`config.mk`:
```
export PLATFORM = sky130hd
export DESIGN_NAME = spi_req_arbiter
export DESIGN_NICKNAME = d
export VERILOG_FILES = /design/src/rtl/spi_arb_pkg.sv /design/src/rtl/spi_rr_pick.sv /design/src/rtl/spi_req_arbiter.sv
export SDC_FILE = /design/constraint.sdc
export NUM_CORES = 1
export LEC_CHECK = 0
export BUFFER_PORTS_ARGS = -buffer_cell sky130_fd_sc_hd__buf_4
export CAP_MARGIN = 20
export CELL_PAD_IN_SITES_DETAIL_PLACEMENT = 0
export CELL_PAD_IN_SITES_GLOBAL_PLACEMENT = 1
export CORE_MARGIN = 4
export CORE_UTILIZATION = 38
export CTS_CLUSTER_SIZE = 14
export DETAILED_ROUTE_END_ITERATION = 8
export MAX_ROUTING_LAYER = met4
export PLACE_DENSITY_LB_ADDON = 0.1
export SLEW_MARGIN = 20
export SYNTH_ARGS = -nofsm -noshare
export SYNTH_HDL_FRONTEND = slang
export SYNTH_SLANG_ARGS = --single-unit
```
`constraint.sdc`:
```
create_clock -name clk -period 4.6 [get_ports clk]
set_clock_uncertainty 0.05 [all_clocks]
set_input_delay 1.15 -clock clk [delete_from_list [all_inputs] [get_ports clk]]
set_output_delay 1.15 -clock clk [all_outputs]
set_load 0.01 [all_outputs]
```
`src/rtl/spi_arb_pkg.sv`:
```
// spi_arb_pkg: shared types and constants for the SPI request arbiter.
//   arb_state_t    : arbiter FSM states
//   SPI_ADDR_LIMIT : first address the controller rejects (ERROR path, cs_n high)
//   DEF_PARK_ADDR  : default idle ("park") address, out of range on purpose
//   id_width()     : width of a requester index for n requesters
package spi_arb_pkg;

  typedef enum logic [1:0] {
    PARK    = 2'd0,
    BUSY    = 2'd1,
    RECOVER = 2'd2
  } arb_state_t;

  localparam int         SPI_ADDR_LIMIT = 32;
  localparam logic [7:0] DEF_PARK_ADDR  = 8'hFF;

  function automatic int id_width(input int n);
    return (n > 1) ? $clog2(n) : 1;
  endfunction

endpackage

```
`src/rtl/spi_rr_pick.sv`:
```
// spi_rr_pick: combinational round-robin picker.
//   req_i   : request vector
//   ptr_i   : highest-priority index (search starts here and wraps)
//   valid_o : any request present
//   idx_o   : index of the winner
module spi_rr_pick
  import spi_arb_pkg::*;
#(
  parameter int NUM_REQ = 4
) (
  input  logic [NUM_REQ-1:0]              req_i,
  input  logic [id_width(NUM_REQ)-1:0]    ptr_i,
  output logic                            valid_o,
  output logic [id_width(NUM_REQ)-1:0]    idx_o
);

  localparam int IW = id_width(NUM_REQ);

  logic [2*NUM_REQ-1:0] dbl;
  logic [NUM_REQ-1:0]   rot;
  logic [IW:0]          off;
  logic [IW:0]          sum;

  // Rotate so the pointer lands on bit 0, find the lowest set bit, then
  // add the pointer back modulo NUM_REQ.
  always_comb begin
    dbl     = {req_i, req_i} >> ptr_i;
    rot     = dbl[NUM_REQ-1:0];
    valid_o = |rot;
    off     = '0;
    for (int i = NUM_REQ - 1; i >= 0; i--) begin
      if (rot[i]) off = (IW+1)'(i);
    end
    sum = {1'b0, ptr_i} + off;
    if (sum >= (IW+1)'(NUM_REQ)) sum = sum - (IW+1)'(NUM_REQ);
    idx_o = sum[IW-1:0];
  end

endmodule

```
`src/rtl/spi_req_arbiter.sv`:
```
// spi_req_arbiter: shares one spi_controller between NUM_REQ requesters.
//   Requester side : req/req_wr/req_addr/req_wdata in; ack (one-hot pulse),
//                    resp_rdata/resp_error/resp_timeout out (held until next ack).
//   Status         : busy, grant_id (current or last grantee).
//   Controller side: spi_write_en/spi_addr/spi_wdata/spi_rst_n out;
//                    spi_done/spi_error/spi_rdata in.
// The command only changes on a spi_done edge, so every spi_done belongs to
// the command loaded at the previous spi_done. With no work the controller
// is parked on an out-of-range address, which loops through its ERROR path
// without touching the bus and keeps spi_done ticking for the arbiter.
module spi_req_arbiter
  import spi_arb_pkg::*;
#(
  parameter int         NUM_REQ   = 4,
  parameter int         TIMEOUT   = 1024,
  parameter int         RST_HOLD  = 2,
  parameter logic [7:0] PARK_ADDR = DEF_PARK_ADDR
) (
  input  logic                         clk,
  input  logic                         rst_n,
  input  logic [NUM_REQ-1:0]           req,
  input  logic [NUM_REQ-1:0]           req_wr,
  input  logic [8*NUM_REQ-1:0]         req_addr,
  input  logic [8*NUM_REQ-1:0]         req_wdata,
  output logic [NUM_REQ-1:0]           ack,
  output logic [7:0]                   resp_rdata,
  output logic                         resp_error,
  output logic                         resp_timeout,
  output logic                         busy,
  output logic [id_width(NUM_REQ)-1:0] grant_id,
  output logic                         spi_write_en,
  output logic [7:0]                   spi_addr,
  output logic [7:0]                   spi_wdata,
  output logic                         spi_rst_n,
  input  logic                         spi_done,
  input  logic                         spi_error,
  input  logic [7:0]                   spi_rdata
);

  localparam int IW = id_width(NUM_REQ);
  localparam int CW = $clog2(TIMEOUT + 1);
  localparam int HW = $clog2(RST_HOLD + 1);

  arb_state_t               state_q, state_d;
  logic [IW-1:0]            ptr_q, ptr_d;
  logic [IW-1:0]            grant_q, grant_d;
  logic                     busy_q, busy_d;
  logic [NUM_REQ-1:0]       ack_q, ack_d;
  logic [7:0]               rdata_q, rdata_d;
  logic                     err_q, err_d;
  logic                     to_q, to_d;
  logic                     wr_q, wr_d;
  logic [7:0]               addr_q, addr_d;
  logic [7:0]               wdata_q, wdata_d;
  logic                     srst_q, srst_d;
  logic [CW-1:0]            cnt_q, cnt_d;
  logic [HW-1:0]            hold_q, hold_d;

  logic [NUM_REQ-1:0][7:0]  addr_a, wdata_a;
  logic [NUM_REQ-1:0]       pick_req;
  logic [IW-1:0]            pick_ptr;
  logic                     pick_vld;
  logic [IW-1:0]            pick_idx;
  logic                     do_grant, do_park;

  function automatic logic [IW-1:0] wrap_inc(input logic [IW-1:0] v);
    logic [IW:0] s;
    s = {1'b0, v} + (IW+1)'(1);
    if (s >= (IW+1)'(NUM_REQ)) s = '0;
    return s[IW-1:0];
  endfunction

  assign addr_a  = req_addr;
  assign wdata_a = req_wdata;

  // On a completion edge the finishing requester still has req high; mask it
  // so a back-to-back grant only goes to someone else.
  assign pick_req = (state_q == BUSY) ? (req & ~(NUM_REQ'(1) << grant_q)) : req;
  assign pick_ptr = (state_q == BUSY) ? wrap_inc(grant_q) : ptr_q;

  spi_rr_pick #(.NUM_REQ(NUM_REQ)) u_pick (
    .req_i   (pick_req),
    .ptr_i   (pick_ptr),
    .valid_o (pick_vld),
    .idx_o   (pick_idx)
  );

  always_comb begin
    state_d  = state_q;
    ptr_d    = ptr_q;
    grant_d  = grant_q;
    busy_d   = busy_q;
    ack_d    = '0;
    rdata_d  = rdata_q;
    err_d    = err_q;
    to_d     = to_q;
    wr_d     = wr_q;
    addr_d   = addr_q;
    wdata_d  = wdata_q;
    srst_d   = srst_q;
    cnt_d    = cnt_q;
    hold_d   = hold_q;
    do_grant = 1'b0;
    do_park  = 1'b0;

    case (state_q)
      PARK: begin
        srst_d = 1'b1;  // also releases the controller after a global reset
        if (spi_done && pick_vld) do_grant = 1'b1;
      end
      BUSY: begin
        cnt_d = cnt_q + CW'(1);
        // spi_done has priority over a simultaneous timeout.
        if (spi_done) begin
          ack_d[grant_q] = 1'b1;
          rdata_d        = spi_rdata;
          err_d          = spi_error;
          to_d           = 1'b0;
          ptr_d          = wrap_inc(grant_q);
          if (pick_vld) begin
            do_grant = 1'b1;
          end else begin
            do_park = 1'b1;
            busy_d  = 1'b0;
            state_d = PARK;
          end
        end else if (cnt_q == CW'(TIMEOUT - 1)) begin
          ack_d[grant_q] = 1'b1;
          rdata_d        = '0;
          err_d          = 1'b1;
          to_d           = 1'b1;
          ptr_d          = wrap_inc(grant_q);
          srst_d         = 1'b0;
          hold_d         = '0;
          do_park        = 1'b1;
          state_d        = RECOVER;
        end
      end
      RECOVER: begin
        hold_d = hold_q + HW'(1);
        if (hold_q == HW'(RST_HOLD - 1)) begin
          srst_d  = 1'b1;
          busy_d  = 1'b0;
          state_d = PARK;
        end
      end
      default: state_d = PARK;
    endcase

    if (do_grant) begin
      grant_d = pick_idx;
      wr_d    = req_wr[pick_idx];
      addr_d  = addr_a[pick_idx];
      wdata_d = wdata_a[pick_idx];
      busy_d  = 1'b1;
      cnt_d   = '0;
      state_d = BUSY;
    end
    if (do_park) begin
      wr_d    = 1'b0;
      addr_d  = PARK_ADDR;
      wdata_d = '0;
    end
  end

  always_ff @(posedge clk or negedge rst_n) begin
    if (!rst_n) begin
      state_q <= PARK;
      ptr_q   <= '0;
      grant_q <= '0;
      busy_q  <= 1'b0;
      ack_q   <= '0;
      rdata_q <= '0;
      err_q   <= 1'b0;
      to_q    <= 1'b0;
      wr_q    <= 1'b0;
      addr_q  <= PARK_ADDR;
      wdata_q <= '0;
      srst_q  <= 1'b0;
      cnt_q   <= '0;
      hold_q  <= '0;
    end else begin
      state_q <= state_d;
      ptr_q   <= ptr_d;
      grant_q <= grant_d;
      busy_q  <= busy_d;
      ack_q   <= ack_d;
      rdata_q <= rdata_d;
      err_q   <= err_d;
      to_q    <= to_d;
      wr_q    <= wr_d;
      addr_q  <= addr_d;
      wdata_q <= wdata_d;
      srst_q  <= srst_d;
      cnt_q   <= cnt_d;
      hold_q  <= hold_d;
    end
  end

  assign ack          = ack_q;
  assign resp_rdata   = rdata_q;
  assign resp_error   = err_q;
  assign resp_timeout = to_q;
  assign busy         = busy_q;
  assign grant_id     = grant_q;
  assign spi_write_en = wr_q;
  assign spi_addr     = addr_q;
  assign spi_wdata    = wdata_q;
  assign spi_rst_n    = srst_q;

endmodule

```
==> flow_metrics.env <==
export IMPL_status="finished, final reports clean"
export IMPL_clock_latency_ns=0.31
export IMPL_grt_max_degree=53
export IMPL_gp_congestion=0.802
export IMPL_drive_gt1_share_pct=34.7
export IMPL_path_clk_slew_ns=0.11
export IMPL_crit_path_top_delay_cell="ha_2"
export IMPL_die_h_microns=102
export IMPL_combinationalPowerShare_pct=69.5
export IMPL_fin_nets=551
export IMPL_first_pass_iters=5
export IMPL_hold_viol=0
export IMPL_antenna_found_initial=0
export IMPL_die_area_sq_um=10500
export IMPL_p_sw_share_pct=45.5
export IMPL_gr_usage_met3_pct=3.48
export IMPL_setup_viol=0
export IMPL_crit_arrival_ns=3.83
export IMPL_core_region_area_sq_um=8680
export IMPL_drc=0
export IMPL_startpoint_type="input port"
export IMPL_cts_root_buf="clkbuf_8"
export IMPL_use_met2_pct=30.7
export IMPL_cts_resized_gates=0
export IMPL_ys_flop_type="dfrtp_1"
export IMPL_rr_worst_depth=13
export IMPL_path_cells="buf_4 > and2_1 > nor2b_1 > o22ai_1 > a211oi_1 > a21oi_1 > ha_2 > buf_4 > mux2i_1 > nand3b_1 > a22oi_1 > a221o_1"
export IMPL_grt_ovfl_total=0
export IMPL_drt_initial_drc_count=109
export IMPL_drv_cap=0
export IMPL_top_usage_layer="met2"
export IMPL_clock_sinks=52
export IMPL_cp_end_kind="flip-flop"
export IMPL_ys_ff_latch=52
export IMPL_cp_max_fo=18
export IMPL_ff2ff_setup_slack_ns=0.94
export IMPL_register_area_sq_um=1310
export IMPL_hold_path_cell_count=1
export IMPL_p_leak_nw=2.05
export IMPL_slew_headroom_pct=48.4
export IMPL_yosys_warnings=0
export IMPL_ant_nets=0
export IMPL_initial_utilization_pct=39.0
export IMPL_io_buffers=118
export IMPL_place_area_sq_um=4400
export IMPL_power_mw=3.19
export IMPL_rsz0062_at_grt="no"
export IMPL_syn_area_sq_um=3390
export IMPL_grt_pass1_vias=3129
export IMPL_ys_seq_area_share_pct=38.7
export IMPL_stdcell_count=569
export IMPL_cp_slowest_stage_delay_ns=0.67
export IMPL_ir_worst_vdd_mv=0.526
export IMPL_path_buf_inv=2
export IMPL_crit_top_cell="buf_4"
export IMPL_worst_pin_slew_ns=0.752
export IMPL_vias=3154
export IMPL_synth_avg_cell_area_sq_um=9.79
export IMPL_cp_depth=12
export IMPL_ctsHoldBuffers=0
export IMPL_num_fill_cells=808
export IMPL_hold_path_class="flip-flop to flip-flop"
export IMPL_synth_edf_count=0
export IMPL_period_share_pct=80.0
export IMPL_min_period_ns=3.68
export IMPL_synth_cells=346
export IMPL_slew_violations=0
export IMPL_n_antenna_cell=0
export IMPL_finalInstanceArea_sq_um=4500
export IMPL_p_seq_share_pct=21.6
export IMPL_area_delta_synth_final_pct=32.8
export IMPL_p_clk_share_pct=8.9
export IMPL_routed_wl_microns=9640
export IMPL_cp_top_family="compound AO/OA/AOI/OAI gates"
export IMPL_multi_input_area_sq_um=1970
export IMPL_ios=119
export IMPL_clockBufferDepth=2
export IMPL_p_int_mw=1.74
export IMPL_use_met1_pct=24.6
export IMPL_cts_tree="done"
export IMPL_post_cts_buffers=0
export IMPL_async_flop_share_pct=100
export IMPL_power_density_nw_per_um2=710
export IMPL_wl_per_cell_microns=16.9
export IMPL_crit_required_ns=4.75
export IMPL_via_per_inst=5.54
export IMPL_htreeDepth=2
export IMPL_tns_ns=0
export IMPL_synth_cell_types=49
export IMPL_die_width_microns=102
export IMPL_hpwlAfterDp_microns=6960
export IMPL_dp_cells=561
export IMPL_max_freq_mhz=272
export IMPL_grt_total_usage_pct=18.8
export IMPL_cts_inserted_buffers=5
export IMPL_syn_num_nets=437
export IMPL_switchingPower_mw=1.45
export IMPL_utilization_pct=51.8
export IMPL_critPathKind="input port to flip-flop"
export IMPL_grt_first_pass_wirelength_microns=15300
export IMPL_rows=34
synthesized netlist by cell type (all sizes together) (2+ instances only):
cell / instances / area share (%)
xor2: 5 / 1.5
mux2i: 37 / 12
a22oi: 19 / 4.2
a22o: 17 / 4.4
dfstp: 8 / 6.2
clkbuf: 11 / 1.2
and2: 4 / 0.74
nand3: 19 / 2.8
mux2: 2 / 0.66
xnor2: 2 / 0.52
buf: 10 / 1.7
dfrtp: 44 / 32
nand4: 4 / 0.74
a211oi: 11 / 2.6
or3: 3 / 0.55
nor2: 22 / 2.4
o22ai: 10 / 1.8
nor3: 5 / 0.74
ha: 7 / 2.6
inv: 7 / 0.78
a221o: 9 / 2.7
nor2b: 8 / 1.5
nand3b: 20 / 4.4
o21ai: 12 / 2.0
a21oi: 15 / 2.2
nor4: 3 / 0.74
nand2: 18 / 2.0
routing by layer:
| metal | share of wire (%) | vias to the layer above |
|---|---|---|
| met3 | 4.9 | 6 |
| met1 | 44 | 1518 |
| met5 | 0 | - |
| met4 | 0.74 | 0 |
| met2 | 50 | 78 |
| li1 | - | 1552 |
area by class of cell:
cell class                 count  area share, %
tap                          108           3.00
inverter                       7          0.584
clock inverter                 3          0.612
sequential                    52           29.1
clock buffer                   5           1.53
timing repair buffer         128           21.4
multi-input combinational    266           43.8
stage by stage:
| stage | hold slack [ns] | setup WS, ns |
|---|---|---|
| 6_report | 0.464 | 0.919 |
| 5_1_grt | 0.477 | 0.728 |
| 4_1_cts | 0.466 | 0.939 |
| 3_5_place_dp | 0.438 | 0.594 |
| 3_3_place_gp | 0.434 | 0.702 |
| 2_1_floorplan | 0.423 | 0.640 |
cells by family (layout without fill, tap and decap cells):
family	Yosys count	in the layout	share of synthesized area, %
AND/OR/NAND/NOR	110	110	17.9
AO/OA/AOI/OAI	103	103	22.7
flip-flops	52	52	38.7
multiplexers	39	39	12.3
buffers and inverters	28	143	3.69
adder cells (fa/ha/maj)	7	7	2.58
XOR/XNOR	7	7	2.03
registers in the layout, indices dropped and copies added (netlist names), 2 cells and up:
name	count
state_q	2
ack	4
spi_wdata	8
grant_id	2
cnt_q	11
hold_q	2
resp_rdata	8
spi_addr	8
ptr_q	2
power by group through the flow:
stage	Combinational [mW]	Sequential [mW]	Clock [mW]
after floorplan	1.55	0.727	0
after global placement	2.20	0.697	0
after detailed placement	2.24	0.697	0
after CTS	2.24	0.691	0.296
after global routing	2.42	0.706	0.315
final	2.22	0.691	0.284
cell usage in the layout, fill, tap and decap left out, drive strengths merged, types with 2 or more instances in the layout:
| master | netlist | layout |
|---|---|---|
| buf | 10 | 128 |
| dfrtp | 44 | 44 |
| mux2i | 37 | 37 |
| nor2 | 22 | 22 |
| nand3b | 20 | 20 |
| nand3 | 19 | 19 |
| a22oi | 19 | 19 |
| nand2 | 18 | 18 |
| a22o | 17 | 17 |
| a21oi | 15 | 15 |
| o21ai | 12 | 12 |
| a211oi | 11 | 11 |
| o22ai | 10 | 10 |
| a221o | 9 | 9 |
| nor2b | 8 | 8 |
| dfstp | 8 | 8 |
| inv | 7 | 8 |
| ha | 7 | 7 |
| nor3 | 5 | 5 |
| clkbuf | 11 | 5 |
| xor2 | 5 | 5 |
| and2 | 4 | 4 |
| nand4 | 4 | 4 |
| or3 | 3 | 3 |
| nor4 | 3 | 3 |
| mux2 | 2 | 2 |
| xnor2 | 2 | 2 |
worst paths after layout:
check / startpoint / endpoint
max: req[3] / spi_wdata[7]
min: resp_rdata[4] / resp_rdata[4]
max reg2reg: grant_id[0] / spi_wdata[7]
min reg2reg: resp_rdata[4] / resp_rdata[4]
max in group asynchronous: rst_n / cnt_q[4]
min in group asynchronous: rst_n / spi_rst_n
Note: power is estimated with default switching activity, not from simulation.
